### src/rtl/logen_pkg.sv
// Shared LOGEN definitions: counter FSM state encoding and default widths.
package logen_pkg;

  // Default width of the LO-divider edge counter and its published count
  localparam int unsigned LOGEN_NCNTR_W = 14;

  // Default synchronizer depth for asynchronous LOGEN inputs
  localparam int unsigned LOGEN_SYNC_STAGES = 2;

  // Count-window FSM state
  typedef enum logic [1:0] {
    ST_IDLE = 2'd0,
    ST_CNT  = 2'd1,
    ST_HOLD = 2'd2
  } ncntr_state_e;

endpackage : logen_pkg

### src/rtl/logen_ncntr_if.sv
// Control strobes from the calibration controller and the published count back to it.
interface logen_ncntr_if
  import logen_pkg::*;
#(
  parameter int unsigned CNT_W = LOGEN_NCNTR_W
) ();

  logic             cntr_rstn;
  logic             cntr_en;
  logic             cntr_datasyn;
  logic [CNT_W-1:0] ncntr;
  logic             ncntr_vld;
  logic             ncntr_ovf;

  // Calibration controller side
  modport master (
    output cntr_rstn,
    output cntr_en,
    output cntr_datasyn,
    input  ncntr,
    input  ncntr_vld,
    input  ncntr_ovf
  );

  // Edge-counter side
  modport slave (
    input  cntr_rstn,
    input  cntr_en,
    input  cntr_datasyn,
    output ncntr,
    output ncntr_vld,
    output ncntr_ovf
  );

endinterface : logen_ncntr_if

### src/rtl/logen_sync_edge.sv
// Multi-flop synchronizer followed by a history flop and rising-edge detector.
// STAGES must be at least 2. rise_c is high for one clk cycle per synchronized rise.
module logen_sync_edge
  import logen_pkg::*;
#(
  parameter int unsigned STAGES = LOGEN_SYNC_STAGES
) (
  input  logic clk,
  input  logic rstn,
  input  logic din,
  output logic rise_c
);

  logic [STAGES-1:0] sync_q;
  logic              hist_q;

  // Shift the async input through the synchronizer chain, then into the history flop
  always_ff @(posedge clk) begin
    if (!rstn) begin
      sync_q <= '0;
      hist_q <= 1'b0;
    end else begin
      sync_q <= {sync_q[STAGES-2:0], din};
      hist_q <= sync_q[STAGES-1];
    end
  end

  assign rise_c = sync_q[STAGES-1] & ~hist_q;

endmodule : logen_sync_edge

### src/rtl/logen_ncntr.sv
// LOGEN LO-divider edge counter for the LDO calibration loop.
// Counts synchronized rising edges of lo_div_in while the window FSM is in CNT and
// publishes the raw count on cntr_datasyn.
// Build option: define LOGEN_NCNTR_SAT_EN to saturate the raw counter instead of wrapping.
module logen_ncntr
  import logen_pkg::*;
#(
  parameter int unsigned CNT_W       = LOGEN_NCNTR_W,
  parameter int unsigned SYNC_STAGES = LOGEN_SYNC_STAGES
) (
  input  logic                 clk,
  input  logic                 rstn,
  input  logic                 lo_div_in,
  logen_ncntr_if.slave         bus
);

  localparam logic [CNT_W-1:0] CNT_MAX = '1;

  ncntr_state_e     state_q;
  ncntr_state_e     state_d;
  logic             rise_c;
  logic             cnt_inc_c;
  logic [CNT_W-1:0] raw_q;
  logic             raw_ovf_q;
  logic [CNT_W-1:0] ncntr_q;
  logic             ncntr_vld_q;
  logic             ncntr_ovf_q;

  logen_sync_edge #(
    .STAGES (SYNC_STAGES)
  ) u_sync_edge (
    .clk    (clk),
    .rstn   (rstn),
    .din    (lo_div_in),
    .rise_c (rise_c)
  );

  // An edge only counts when the window is open in the cycle it is seen
  assign cnt_inc_c = (state_q == ST_CNT) && rise_c;

  // Window FSM state register
  always_ff @(posedge clk) begin
    if (!rstn) begin
      state_q <= ST_IDLE;
    end else begin
      state_q <= state_d;
    end
  end

  // Window FSM next state; the counter clear forces IDLE over any enable
  always_comb begin
    state_d = state_q;
    if (!bus.cntr_rstn) begin
      state_d = ST_IDLE;
    end else begin
      case (state_q)
        ST_IDLE: if (bus.cntr_en) state_d = ST_CNT;
        ST_CNT:  if (!bus.cntr_en) state_d = ST_HOLD;
        ST_HOLD: begin
          if (bus.cntr_datasyn) begin
            state_d = ST_IDLE;
          end else if (bus.cntr_en) begin
            state_d = ST_CNT;
          end
        end
        default: state_d = ST_IDLE;
      endcase
    end
  end

  // Raw counter, sticky overflow and the published snapshot; snapshot takes the pre-increment value
  always_ff @(posedge clk) begin
    if (!rstn) begin
      raw_q       <= '0;
      raw_ovf_q   <= 1'b0;
      ncntr_q     <= '0;
      ncntr_vld_q <= 1'b0;
      ncntr_ovf_q <= 1'b0;
    end else if (!bus.cntr_rstn) begin
      raw_q       <= '0;
      raw_ovf_q   <= 1'b0;
      ncntr_vld_q <= 1'b0;
    end else begin
      if (bus.cntr_datasyn) begin
        ncntr_q     <= raw_q;
        ncntr_ovf_q <= raw_ovf_q;
        ncntr_vld_q <= 1'b1;
      end
      if (cnt_inc_c) begin
`ifdef LOGEN_NCNTR_SAT_EN
        if (raw_q == CNT_MAX) begin
          raw_ovf_q <= 1'b1;
        end else begin
          raw_q <= raw_q + CNT_W'(1);
        end
`else
        if (raw_q == CNT_MAX) begin
          raw_ovf_q <= 1'b1;
        end
        raw_q <= raw_q + CNT_W'(1);
`endif
      end
    end
  end

  assign bus.ncntr     = ncntr_q;
  assign bus.ncntr_vld = ncntr_vld_q;
  assign bus.ncntr_ovf = ncntr_ovf_q;

endmodule : logen_ncntr
### src/flat_wrapper.sv
// flat-port wrapper written by rule: the top's interface ports become plain ports
module logen_ncntr_flat import logen_pkg::*;
#(
  parameter int unsigned CNT_W       = LOGEN_NCNTR_W,
  parameter int unsigned SYNC_STAGES = LOGEN_SYNC_STAGES
)
  (clk, rstn, lo_div_in, bus_cntr_rstn, bus_cntr_en, bus_cntr_datasyn, bus_ncntr, bus_ncntr_vld, bus_ncntr_ovf);
  logen_ncntr_if #(.CNT_W(CNT_W)) bus_i ();
  input  logic clk;
  input  logic rstn;
  input  logic lo_div_in;
  input wire logic [$bits(bus_i.cntr_rstn)-1:0] bus_cntr_rstn;
  input wire logic [$bits(bus_i.cntr_en)-1:0] bus_cntr_en;
  input wire logic [$bits(bus_i.cntr_datasyn)-1:0] bus_cntr_datasyn;
  output wire logic [$bits(bus_i.ncntr)-1:0] bus_ncntr;
  output wire logic [$bits(bus_i.ncntr_vld)-1:0] bus_ncntr_vld;
  output wire logic [$bits(bus_i.ncntr_ovf)-1:0] bus_ncntr_ovf;
  assign bus_i.cntr_rstn = bus_cntr_rstn;
  assign bus_i.cntr_en = bus_cntr_en;
  assign bus_i.cntr_datasyn = bus_cntr_datasyn;
  assign bus_ncntr = bus_i.ncntr;
  assign bus_ncntr_vld = bus_i.ncntr_vld;
  assign bus_ncntr_ovf = bus_i.ncntr_ovf;
  logen_ncntr #(.CNT_W(CNT_W), .SYNC_STAGES(SYNC_STAGES)) u_core (.clk(clk), .rstn(rstn), .lo_div_in(lo_div_in), .bus(bus_i));
endmodule
### config.mk
export PLATFORM = sky130hd
export DESIGN_NAME = logen_ncntr_flat
export DESIGN_NICKNAME = d
export VERILOG_FILES = /design/src/rtl/logen_pkg.sv /design/src/rtl/logen_ncntr_if.sv /design/src/rtl/logen_sync_edge.sv /design/src/rtl/logen_ncntr.sv /design/src/flat_wrapper.sv
export SDC_FILE = /design/constraint.sdc
export NUM_CORES = 1
export LEC_CHECK = 0
export ABC_AREA = 1
export CORE_ASPECT_RATIO = 0.6
export CORE_MARGIN = 4
export CORE_UTILIZATION = 47
export DETAILED_ROUTE_END_ITERATION = 8
export PLACE_DENSITY_LB_ADDON = 0.1
export SETUP_SLACK_MARGIN = 0.3
export SYNTH_ARGS = -nofsm -noshare
export SYNTH_HDL_FRONTEND = slang
export SYNTH_SLANG_ARGS = --single-unit
### constraint.sdc
create_clock -name clk -period 1.3 [get_ports clk]
set_clock_uncertainty 0.2 [all_clocks]
set_input_delay 0.26 -clock clk [delete_from_list [all_inputs] [get_ports clk]]
set_output_delay 0.26 -clock clk [all_outputs]
set_load 0.03 [all_outputs]
==> results.json, run 1 <==
{
  "status": "finished, violations left",
  "violations": "setup timing",
  "setup-tns-final_ns": -1.371,
  "synth_top_flop_cell": "dfxtp_1",
  "drv_cap": 0,
  "reg2reg_from": "u_core.raw_q[0]",
  "async_reset_ff_share_pct": 0,
  "clkPwrFrac_pct": 40.3,
  "hp-start": "bus_cntr_datasyn",
  "clk_pin_slew_ns": 0.08,
  "synth_top_cell_area_share_pct": 48.85,
  "slowest_stage": "dfxtp_4",
  "grt_pass1_wl_microns": 6444,
  "grt_max_degree": 21,
  "dpl.hpwl_microns": 2745,
  "num_rows": 15,
  "fin_crit_ns": 1.493,
  "insertion_delay_ns": 0.30,
  "ys_top_cells_by_count": "dfxtp_1, nand2_1, nor2_1",
  "vias": 1457,
  "p_comb_share_pct": 12.2,
  "cts_buffer_depth": 2,
  "syn_area_per_cell_sq_um": 7.643,
  "power_switching_uw": 604.4,
  "floorplan.io_pins": 22,
  "pre_cts_ws_ns": -0.4518,
  "internal_power_mw": 1.842,
  "worstPathCellList": "ha_4 -> nand2_4 -> nor2_4 -> nand3_4 -> nor2_4 -> nand3_1 -> nand2_1 -> nor2_2",
  "drive_gt1_share_pct": 49.19,
  "ys_types": 25,
  "worst_path_largest_cell_delay_ns": 0.38,
  "areaGrowthSynthToFinish_pct": 56.23,
  "root_buffer": "clkbuf_8",
  "hold_viol_final": 0,
  "cpMostUsedCell": "nor2_4",
  "drt_iter0_drc": 57,
  "power_density_mw_per_mm2": 1061,
  "coreArea_sq_mm": 0.002928,
  "postLayoutSetupSlackWorst_ns": -0.1926,
  "antenna_found_initial": 0,
  "clock.fmax_ghz": 0.6700,
  "synth_edf_count": 0,
  "syn_inst": 193,
  "grtUsageTotal_pct": 21.56,
  "num-nets-final": 254,
  "cts_htree_levels": 2,
  "wire_per_inst_microns": 15.24,
  "leakage_nw": 0.9463,
  "syn_area_sq_mm": 0.001475,
  "ys_ff_latch": 36,
  "fin_crit_sh_pct": 114.8,
  "relSlewSlack_pct": 84.43,
  "switching_share_pct": 24.71,
  "ant_nets": 0,
  "cts_tree": "yes",
  "vdd_drop_max_uv": 702.2,
  "dp.cells": 270,
  "die_w_microns": 80.33,
  "start_util_pct": 50.38,
  "final_cells": 290,
  "critPathCaptureType": "flip-flop",
  "p_seq_share_pct": 47.5,
  "die_h_microns": 51.40,
  "yosysTopAreaCell": "dfxtp_1",
  "slew_violations": 0,
  "synthTopCellsByArea": "dfxtp_1, nand2_1, nor2_1",
  "cp-startpoint": "u_core.raw_q[0]",
  "setup_viol": 13,
  "synth.yosys.seq_area_share_pct": 48.85,
  "post-route-drc-count": 0,
  "clock-sinks": 36,
  "crit_arrival_ns": 1.48,
  "overflow": 0,
  "rsz0062_at_grt": "yes",
  "portBuffers": 21,
  "wirelength_microns": 4419,
  "yosysMostFrequentCell": "dfxtp_1",
  "syn-num-nets": 200,
  "ctsHoldBuffers": 0,
  "critPathRequiredTime_ns": 1.29,
  "cts_made_buffers": 5,
  "vias_per_cell": 5.024,
  "grt_pass1_vias": 1364,
  "crit_type": "flip-flop to flip-flop",
  "cp_max_fo": 5,
  "antennaDiodeCount": 0,
  "ys_warn_count": 0,
  "critPathLaunchType": "flip-flop",
  "dieArea_sq_mm": 0.004128,
  "dr.pass1.iters": 4,
  "worst_pin_slew_ns": 0.2327,
  "hold_class": "primary input to flip-flop",
  "gp_congestion": 0.8418
}
## state kept, by name, indices dropped and copies added, names as in the netlist
register / count
u_core.bus.ncntr: 14
u_core.raw_q: 14
u_core.state_q: 2
u_core.u_sync_edge.sync_q: 2
u_core.bus.ncntr_ovf: 1
u_core.bus.ncntr_vld: 1
u_core.raw_ovf_q: 1
u_core.u_sync_edge.hist_q: 1
## cells in the final DEF, fill, tap and decap left out, drive strengths merged
| cell | count |
|---|---|
| nand4 | 1 |
| nand2 | 37 |
| clkbuf | 8 |
| buf | 47 |
| inv | 23 |
| clkinv | 1 |
| a21oi | 18 |
| bufinv | 1 |
| clkdlybuf4s50 | 2 |
| ha | 1 |
| nor2 | 39 |
| o21ai | 21 |
| a211oi | 1 |
| nor3 | 4 |
| dfxtp | 36 |
| nand3 | 7 |
| clkdlybuf4s15 | 1 |
## final cells by class
type	instances	area [sq um]
Inverter	23	91.34
Fill cell	196	623.1
Clock inverter	2	35.03
Sequential cell	36	757.0
Tap cell	42	52.55
Multi-Input combinational cell	129	777.0
Clock buffer	6	72.57
Timing Repair Buffer	52	519.2
## final timing paths
check	depth (start not counted)	slack, ns	endpoint
worst max-delay path	8	-0.19	u_core.raw_q[8]
worst min-delay path	4	0.12	u_core.bus.ncntr_vld
worst max register to register	8	-0.19	u_core.raw_q[8]
worst min register to register	2	0.23	u_core.u_sync_edge.sync_q[1]
## metrics by stage
stage / cell area [sq um] / power, mW / utilization (%) / hold slack, ns
floorplan: 1567 / 1.318 / - / 0.1311
global placement: 1887 / 1.400 / 64.44 / 0.2179
detailed placement: 1887 / 1.406 / 64.44 / 0.2182
CTS: 2162 / 2.404 / 73.85 / 0.1739
global route: 2305 / 2.527 / 78.72 / 0.1483
finish: 2305 / 2.446 / 78.72 / 0.1233
## kinds of logic after synthesis
logic type / count (synthesis) / share of synthesized area, %
flip-flops: 36 / 48.85
AO/OA/AOI/OAI: 40 / 14.00
buffers and inverters: 28 / 7.633
AND/OR/NAND/NOR: 88 / 28.67
adder cells (fa/ha/maj): 1 / 0.8480
## power groups by stage
stage               clock network [mW]  registers, mW  logic, mW
finish                           0.986           1.16      0.298
global route                      1.05           1.17      0.317
CTS                              0.980           1.16      0.262
detailed placement                   0           1.18      0.226
global placement                     0           1.18      0.221
floorplan                            0           1.23     0.0856
## routing by layer
layer | vias to the layer above | routed length (microns) | track usage, %
li1 | 718 | - | -
met3 | 9 | 405 | 5.458
met4 | 0 | 83 | 9.270
met1 | 667 | 1830 | 26.67
met2 | 63 | 2099 | 35.71
met5 | - | 0 | 0
## what timing repair did
action,4_1_cts,5_1_grt
gates resized for setup,58,26
setup endpoints to repair,52,48
setup buffers,7,4
pin swaps,8,8
cloned,0,1
## worst max-delay path, delay by kind of cell, from the launching register on
| family | cells | cell delay (ns) |
|---|---|---|
| and+or+nand+nor | 7 | 0.66 |
| DFF | 1 | 0.38 |
| adders and majority gates | 1 | 0.15 |
Note: power is estimated with default switching activity, not from simulation.
==> run 2, diff against run 1 <==
- CORE_UTILIZATION: 47 -> 52
- clock period: 1.3 -> 1.49 ns (I/O delays scaled with it)
==> run 2 against run 1 <==
The flow still finishes with violations (setup timing); first-iteration DRC count rose to 5.8 times the previous value; flip-flop and latch count stayed put; final area is 3.6% higher; sequential share of layout area is 1.0 points lower; combinational power up 3%; wire length up 40%; die area decreased by 8.4%; setup slack gained 0.022 ns; cell count shrank 2.1%; clock power down 11%; hold slack improved by 0.072 ns; largest cell class unchanged.
==> results.json, run 2 (synthesized netlist as in run 1, its figures left out) <==
{
  "status": "finished, violations left",
  "violations": "setup timing",
  "p_total_mw": 2.199,
  "cts_htree_levels": 2,
  "worstPathCellList": "nand2_1 -> nor2_1 -> nand2_1 -> nor2_1 -> nand3_2 -> nand2_2 -> nor2_1",
  "cts_made_buffers": 5,
  "relSlewSlack_pct": 79.31,
  "critPathCaptureType": "flip-flop",
  "hp-start": "bus_cntr_datasyn",
  "dieArea_sq_mm": 0.003781,
  "slew_violations": 0,
  "root_buffer": "clkbuf_8",
  "drv_cap": 0,
  "final_cells": 284,
  "final_core_util_pct": 91.47,
  "dpl.hpwl_microns": 2547,
  "grt_pass1_vias": 1658,
  "placed_area_sq_mm": 0.001789,
  "hold-worst-slack_ns": 0.1955,
  "wirelength_microns": 6169,
  "insertion_delay_ns": 0.30,
  "clk_pin_slew_ns": 0.08,
  "finalInstanceArea_sq_mm": 0.002387,
  "gp_congestion": 0.8261,
  "overflow": 0,
  "pre_cts_ws_ns": -0.1504,
  "rsz0062_at_grt": "yes",
  "portBuffers": 21,
  "slowest_stage": "dfxtp_1",
  "grt_max_degree": 13,
  "reg2reg_from": "u_core.raw_q[10]",
  "cp_max_fo": 3,
  "power_density_mw_per_mm2": 921.1,
  "n_fill_cell": 102,
  "cpMostUsedCell": "nor2_1",
  "layout_common_cells": "nor2_1, nand2_1, buf_6, buf_4, dfxtp_2",
  "dr.pass1.iters": 7,
  "antenna_found_initial": 0,
  "vdd_drop_max_uv": 1185,
  "dp.cells": 253,
  "wire_per_inst_microns": 21.72,
  "start_util_pct": 56.52,
  "crit_arrival_ns": 1.66,
  "setup-tns-final_ns": -0.2722,
  "ant_nets": 0,
  "worst_pin_slew_ns": 0.3071,
  "vias_per_cell": 6.324,
  "drt_iter0_drc": 331,
  "post-route-drc-count": 0,
  "antennaDiodeCount": 0,
  "worst_path_largest_cell_delay_ns": 0.38,
  "floorplan.io_pins": 22,
  "final_common_cell": "nor2_1",
  "die_h_microns": 49.26,
  "num-nets-final": 258,
  "clock-sinks": 36,
  "grt_pass1_wl_microns": 7872,
  "ctsHoldBuffers": 0,
  "critPathLaunchType": "flip-flop",
  "fin_crit_sh_pct": 111.5,
  "cts_buffer_depth": 2,
  "coreArea_sq_mm": 0.002610,
  "crit_type": "flip-flop to flip-flop",
  "cts_tree": "yes",
  "critPathRequiredTime_ns": 1.49,
  "hold_viol_final": 0,
  "die_w_microns": 76.76,
  "hold_class": "primary input to flip-flop",
  "areaGrowthSynthToFinish_pct": 61.83,
  "postLayoutSetupSlackWorst_ns": -0.1709,
  "setup_viol": 4,
  "clock.fmax_ghz": 0.6021,
  "vias": 1796,
  "leakage_nw": 1.011,
  "fin_crit_ns": 1.661,
  "cp-startpoint": "u_core.raw_q[10]",
  "grtUsageTotal_pct": 27.61,
  "drive_gt1_share_pct": 51.98,
  "num_rows": 14
}
==> run 2: where the power goes <==
part	switching, mW	internal [mW]	total (mW)
clock network	0.381	0.495	0.877
registers	0.0246	0.991	1.02
logic	0.160	0.146	0.307
total	0.566	1.63	2.20
==> run 2: worst paths after layout <==
kind | endpoint | slack [ns] | cells past startpoint
worst max-delay path | u_core.raw_q[12] | -0.17 | 7
worst min-delay path | u_core.bus.ncntr_vld | 0.20 | 4
worst max register to register | u_core.raw_q[12] | -0.17 | 7
worst min register to register | u_core.u_sync_edge.sync_q[1] | 0.23 | 2
==> run 2: layout make-up <==
class	count	area (sq um)	share of cell area [%]
multi-input cells	129	794.5	33.28
clock buffers	5	68.82	2.883
well taps	32	40.04	1.677
inverters	23	86.33	3.616
repair buffers	56	595.6	24.95
flip-flops and latches	36	759.5	31.81
clock inverters	3	42.54	1.782
==> run 2: per-layer routing <==
metal	global-route usage (%)	up-vias	share of wire [%]	wire length, microns
li1	-	731	-	-
met3	6.458	68	12	732
met2	47.11	170	44	2733
met5	0	-	0	0
met4	16.57	0	7.7	476
met1	31.61	827	36	2227
==> run 2: timing repair <==
action | 4_1_cts | 5_1_grt
pin swaps | 12 | 8
endpoints found under the setup margin | 47 | 46
resized for setup | 68 | 34
hold endpoints to repair | 0 | 0
gates cloned | 4 | 0
buffers inserted | 12 | 7
==> run 2: worst max-delay path: cells and delay by family, from the launching register on <==
kind	cells	cell delay, ns
simple gates	7	0.99
flops	1	0.38
